File: src/rtl/div_unit_param.sv
// Iterative restoring divider, one quotient bit per cycle, any XLEN.
// Optional macro DIV_EARLY_OUT_EN skips leading-zero dividend bits.
module div_unit_param #(
  parameter int XLEN  = 32,
  parameter int SQN_W = 7,
  parameter int TAG_W = 7,
  parameter int RD_W  = 5
) (
  input  logic             clk,
  input  logic             rst,
  input  logic             IN_flush,
  input  logic [SQN_W-1:0] IN_flushSqN,
  input  logic             IN_valid,
  output logic             IN_ready,
  input  logic [1:0]       IN_op,
  input  logic [XLEN-1:0]  IN_srcA,
  input  logic [XLEN-1:0]  IN_srcB,
  input  logic [SQN_W-1:0] IN_sqN,
  input  logic [TAG_W-1:0] IN_tagDst,
  input  logic [RD_W-1:0]  IN_rd,
  output logic             OUT_valid,
  input  logic             OUT_ready,
  output logic [XLEN-1:0]  OUT_result,
  output logic [SQN_W-1:0] OUT_sqN,
  output logic [TAG_W-1:0] OUT_tagDst,
  output logic [RD_W-1:0]  OUT_rd,
  output logic             OUT_busy
);

  localparam int CW = $clog2(XLEN);

  typedef enum logic [1:0] {IDLE, BUSY, DONE} state_t;

  state_t state, state_n;

  logic [XLEN-1:0] a_q, d_q, q_q, res_q;
  logic [XLEN:0]   rem_q;
  logic [CW-1:0]   cnt;
  logic            neg_q, neg_r, is_rem, spec_q;

  function automatic logic killed(
    input logic [SQN_W-1:0] s,
    input logic [SQN_W-1:0] f,
    input logic             fl
  );
    logic [SQN_W-1:0] diff;
    diff = s - f;
    return fl && !diff[SQN_W-1] && (diff != '0);
  endfunction

  logic kill_in, kill_cur, accept;

  assign kill_in  = killed(IN_sqN, IN_flushSqN, IN_flush);
  assign kill_cur = killed(OUT_sqN, IN_flushSqN, IN_flush);
  assign accept   = (state == IDLE) && IN_valid && !kill_in;

  logic            sgn, sign_a, sign_b, div_zero, ovf, special;
  logic [XLEN-1:0] mag_a, mag_b, spec_val;
  logic [CW-1:0]   start_cnt;

  assign sgn      = ~IN_op[0];
  assign sign_a   = sgn & IN_srcA[XLEN-1];
  assign sign_b   = sgn & IN_srcB[XLEN-1];
  assign mag_a    = sign_a ? -IN_srcA : IN_srcA;
  assign mag_b    = sign_b ? -IN_srcB : IN_srcB;
  assign div_zero = (IN_srcB == '0);
  assign ovf      = sgn && (IN_srcA == {1'b1, {(XLEN-1){1'b0}}})
                    && (IN_srcB == '1);
  assign special  = div_zero | ovf;

  // Results for divide-by-zero and signed overflow
  always_comb begin
    spec_val = '0;
    unique case (1'b1)
      div_zero: spec_val = IN_op[1] ? IN_srcA : '1;
      ovf:      spec_val = IN_op[1] ? '0 : IN_srcA;
      default:  spec_val = '0;
    endcase
  end

`ifdef DIV_EARLY_OUT_EN
  // Start at the highest set bit of the dividend magnitude
  always_comb begin
    start_cnt = '0;
    for (int i = 0; i < XLEN; i++)
      if (mag_a[i]) start_cnt = CW'(i);
  end
`else
  assign start_cnt = CW'(XLEN - 1);
`endif

  logic            bit_in, take;
  logic [XLEN+1:0] trial;
  logic [XLEN:0]   rem_n;
  logic [XLEN-1:0] q_n, fin_q, fin_r;

  // One restoring step and the final sign fix-up
  always_comb begin
    bit_in = a_q[cnt];
    trial  = {rem_q, bit_in} - {2'b00, d_q};
    take   = ~trial[XLEN+1];
    rem_n  = take ? trial[XLEN:0] : {rem_q[XLEN-1:0], bit_in};
    q_n      = q_q;
    q_n[cnt] = take;
    fin_q  = neg_q ? -q_n : q_n;
    fin_r  = neg_r ? -rem_n[XLEN-1:0] : rem_n[XLEN-1:0];
  end

  // State register
  always_ff @(posedge clk) begin
    if (rst) state <= IDLE;
    else     state <= state_n;
  end

  // Next-state logic
  always_comb begin
    state_n = state;
    unique case (state)
      IDLE: if (accept) state_n = BUSY;
      BUSY: begin
        if (kill_cur)                    state_n = IDLE;
        else if (spec_q || cnt == '0)    state_n = DONE;
      end
      DONE: if (kill_cur || OUT_ready) state_n = IDLE;
      default: state_n = IDLE;
    endcase
  end

  // Operand latch and iteration datapath
  always_ff @(posedge clk) begin
    if (accept) begin
      a_q        <= mag_a;
      d_q        <= mag_b;
      rem_q      <= '0;
      q_q        <= '0;
      cnt        <= start_cnt;
      neg_q      <= sign_a ^ sign_b;
      neg_r      <= sign_a;
      is_rem     <= IN_op[1];
      spec_q     <= special;
      res_q      <= spec_val;
      OUT_sqN    <= IN_sqN;
      OUT_tagDst <= IN_tagDst;
      OUT_rd     <= IN_rd;
    end else if (state == BUSY && !spec_q) begin
      rem_q <= rem_n;
      q_q   <= q_n;
      cnt   <= cnt - CW'(1);
      if (cnt == '0) res_q <= is_rem ? fin_r : fin_q;
    end
  end

  assign IN_ready   = (state == IDLE);
  assign OUT_valid  = (state == DONE);
  assign OUT_busy   = (state != IDLE);
  assign OUT_result = res_q;

endmodule
File: config.mk
export PLATFORM = sky130hd
export DESIGN_NAME = div_unit_param
export DESIGN_NICKNAME = d
export VERILOG_FILES = /design/src/rtl/div_unit_param.sv
export SDC_FILE = /design/constraint.sdc
export NUM_CORES = 1
export LEC_CHECK = 0
export ABC_AREA = 0
export BUFFER_PORTS_ARGS = -buffer_cell sky130_fd_sc_hd__buf_2
export CAP_MARGIN = 20
export CELL_PAD_IN_SITES_DETAIL_PLACEMENT = 0
export CELL_PAD_IN_SITES_GLOBAL_PLACEMENT = 1
export CORE_UTILIZATION = 46
export DETAILED_ROUTE_END_ITERATION = 10
export PLACE_DENSITY_LB_ADDON = 0.25
export SLEW_MARGIN = 0
export SYNTH_ARGS = -nofsm -noshare
export SYNTH_HDL_FRONTEND = slang
export SYNTH_SLANG_ARGS = --single-unit
File: constraint.sdc
create_clock -name clk -period 7.5 [get_ports clk]
set_clock_uncertainty 0.15 [all_clocks]
set_input_delay 0.75 -clock clk [delete_from_list [all_inputs] [get_ports clk]]
set_output_delay 0.75 -clock clk [all_outputs]
set_load 0.03 [all_outputs]
==> flow_metrics.py <==
metrics = {
    "outcome": {
        "status": "complete, but fails checks",
        "violations": "design-rule violations",
    },
    "timing": {
        "slew_violations": 0,
        "rsz0062_at_grt": "no",
        "min_period_over_period_pct": 89.7,
        "period_needed_ns": 6.72,
        "hold_ws_ns": 0.318,
        "max_freq_ghz": 0.149,
        "worst_slew_pin_slew_ns": 0.980,
        "finalSetupViolCount": 0,
        "max_slew_margin_pct": 34.7,
        "setup-tns-final_ns": 0,
        "hold_violations": 0,
    },
    "grt": {
        "grt_overflow": 0,
        "grt_max_degree": 86,
        "first_global_vias": 12600,
        "antenna_found_initial": 1,
        "grt_pass1_wl_mm": 73.8,
        "grt_usage_pct": 29.6,
    },
    "route": {
        "wl_mm": 48.1,
        "drtAntennaViolNets": 0,
        "wire_per_inst_um": 21.8,
        "dr.first_iter.drc_count": 1196,
        "drc": 11,
        "num_vias": 13700,
        "drt-vias-per-instance": 6.23,
        "dr.pass1.iters": 10,
    },
    "power_and_ir_drop": {
        "p_total_mw": 4.99,
        "power_density_mw_per_mm2": 310,
        "p_leak_nw": 6.33,
        "irDropWorstVdd_v": 0.000181,
    },
    "floorplan": {
        "die_y_um": 180,
        "die-area_mm2": 0.0323,
        "fp-row-count": 64,
        "core_region_area_mm2": 0.0308,
        "initial_core_util_pct": 47.2,
        "die_w_um": 180,
        "ios": 151,
    },
    "critical_path": {
        "arrival_ns": 6.78,
        "cp_max_fo": 13,
        "ff2ff_path_depth": 20,
        "path_class": "flip-flop to flip-flop",
        "worst_r2r_endpoint": "OUT_result[30]",
        "r2r_slack_ns": 0.78,
        "worstPathRequired_ns": 7.55,
        "endpoint_kind": "flip-flop",
        "rr_startpoint": "cnt[1]",
        "critPathLaunchType": "flip-flop",
    },
    "logic_synthesis": {
        "synth_xor_area_share_pct": 8.25,
        "yosysWarnings": 0,
        "yosysTopAreaCell": "edfxtp_1",
        "ys_types": 86,
        "synth_area_per_cell_um2": 8.53,
        "syn_inst": 1705,
        "synth_compound_area_share_pct": 23.3,
        "synth.top_cells.by_area": "edfxtp_1 25%, dfxtp_1 9.9%, o21ai_0 4.7%",
        "ys_top_cells_by_count": "162 x nor2_1, 138 x o21ai_0, 129 x nand2_1",
        "yosys_register_bits": 191,
        "synth_edf_count": 119,
        "yosysSeqAreaShare_pct": 34.5,
        "synth_area_mm2": 0.0146,
        "synth_adder_area_share_pct": 5.06,
        "synth_nets": 1859,
        "synth_simple_gate_area_share_pct": 19.5,
        "synth_top_family_by_area": "compound AO/OA/AOI/OAI gates",
        "yosys.area.top_type_share_pct": 24.6,
        "synthMuxAreaShare_pct": 4.58,
        "synth-async-reset-ratio_pct": 0,
        "synth.most_common_cell": "nor2_1",
        "synthFlopType": "edfxtp_1",
    },
    "layout": {
        "nets": 1945,
        "diodes": 0,
        "multiInputGateArea_mm2": 0.00886,
        "nFillCells": 2915,
        "synthToLayoutAreaGrowth_pct": 10.6,
        "fin_cells": 2200,
        "drive_gt1_share_pct": 13.0,
        "fin_area_mm2": 0.0161,
        "layout.area.seq_mm2": 0.00501,
    },
    "clock_tree": {
        "clk_pin_slew_ns": 0.07,
        "post_cts_buffers": 0,
        "cts_hold_buffers": 0,
        "htreeDepth": 4,
        "cts-root-buf": "clkbuf_16",
        "clock_latency_ns": 0.46,
        "cts_sinks": 191,
        "cts_tree": "done",
        "cts_max_path_buffers": 2,
        "cts_buffers": 17,
        "cts_resized": 0,
    },
    "placed_design": {
        "placed_area_mm2": 0.0156,
        "finalWeightedCongestion": 0.974,
        "place_hpwl_mm": 36.3,
        "portBuffers": 150,
        "dpl.cell_count": 2168,
    },
    "min_path": {
        "worstHoldPathCells": 1,
        "hp-start": "IN_rd[3]",
        "min_path_type": "input port to flip-flop",
        "hold_end": "OUT_rd[3]",
    },
    "job": {
        "cap_viol_max_count": 0,
    },
}
[registers in the layout (all words and copies together), names as in the netlist]
| signal | count |
|---|---|
| OUT_rd | 5 |
| OUT_result | 32 |
| OUT_sqN | 7 |
| OUT_tagDst | 7 |
| a_q | 32 |
| cnt | 5 |
| d_q | 32 |
| is_rem | 1 |
| neg_q | 1 |
| neg_r | 1 |
| q_q | 32 |
| rem_q | 33 |
| spec_q | 1 |
| state | 2 |
[power breakdown]
group / switching (mW) / total, mW / internal [mW] / leakage, nW
clock: 0.419 / 0.879 / 0.460 / 0.261
sequential: 0.147 / 1.47 / 1.32 / 1.73
combinational: 1.75 / 2.64 / 0.895 / 4.34
total: 2.32 / 4.99 / 2.68 / 6.33
[cells in the final DEF (no fill, tap or decap), types with 11 or more instances in the layout]
cell type / count
ha_1: 54
a211oi_1: 52
and2_1: 11
or4_1: 14
dfxtp_1: 72
buf_2: 150
edfxtp_1: 119
nor2_1: 161
nor3_1: 41
o31ai_1: 29
or3_1: 33
o21ai_0: 138
nand3_1: 32
nand4_1: 26
nand2_1: 128
inv_1: 75
o211ai_1: 11
nor2b_1: 19
o21a_1: 13
mux2i_1: 40
clkbuf_16: 18
a21boi_0: 12
nor4_1: 21
xor2_1: 61
nand2b_1: 25
a21oi_1: 122
a31oi_1: 21
a21o_1: 26
xnor2_1: 76
buf_4: 19
[layer usage]
metal / routed length, um / track usage [%]
met5: 12 / 0
met4: 1570 / 11.4
met3: 3630 / 6.52
met2: 21400 / 45.3
met1: 21400 / 40.7
[kinds of logic (layout without fill, tap and decap cells)]
group	Yosys count	in the layout
flip-flops	191	191
multiplexers	52	52
AO/OA/AOI/OAI	522	522
buffers and inverters	180	279
adder cells (fa/ha/maj)	57	57
XOR/XNOR	137	137
AND/OR/NAND/NOR	566	566
[worst max path at each step]
stage               depth (start not counted)   start        endpoint  slack [ns]
CTS                                        20  cnt[1]  OUT_result[30]        0.82
global route                               20  cnt[1]  OUT_result[30]        0.39
detailed placement                         20  cnt[1]  OUT_result[30]        0.83
floorplan                                  26  cnt[1]  OUT_result[30]        0.82
global placement                           20  cnt[1]  OUT_result[30]        1.01
finish                                     20  cnt[1]  OUT_result[30]        0.78
[cell type report]
cell class,count,area share [%]
multi-input cells,1334,55.1
flip-flops and latches,191,31.2
repair buffers,169,5.55
clock buffers,26,3.11
well taps,396,3.08
inverters,78,1.85
clock inverters,6,0.202
[worst max-delay path, cell delays in order, from the launching register on]
cell and delay [ns]:
dfxtp_1 0.69, mux4_1 0.65, mux4_2 0.49, o211a_1 0.30, inv_1 0.08, ha_1 0.17
nor2b_1 0.08, o2111ai_1 0.28, a211o_1 0.26, a21boi_0 0.19, o21ai_1 0.22, nand2_2 0.12
a21oi_1 0.26, ha_1 0.27, nand4_1 0.09, or4_1 0.47, a2bb2o_1 0.40, nor4b_4 0.38
nor3b_1 0.31, nor4_1 0.07, or4b_1 0.51
[per-stage QoR]
stage               setup WS [ns]  utilization [%]
floorplan                   0.823                -
global placement             1.01             50.5
detailed placement          0.834             50.5
CTS                         0.821             52.2
global route                0.395             52.2
finish                      0.776             52.2
(Power assumes the default switching activity.)
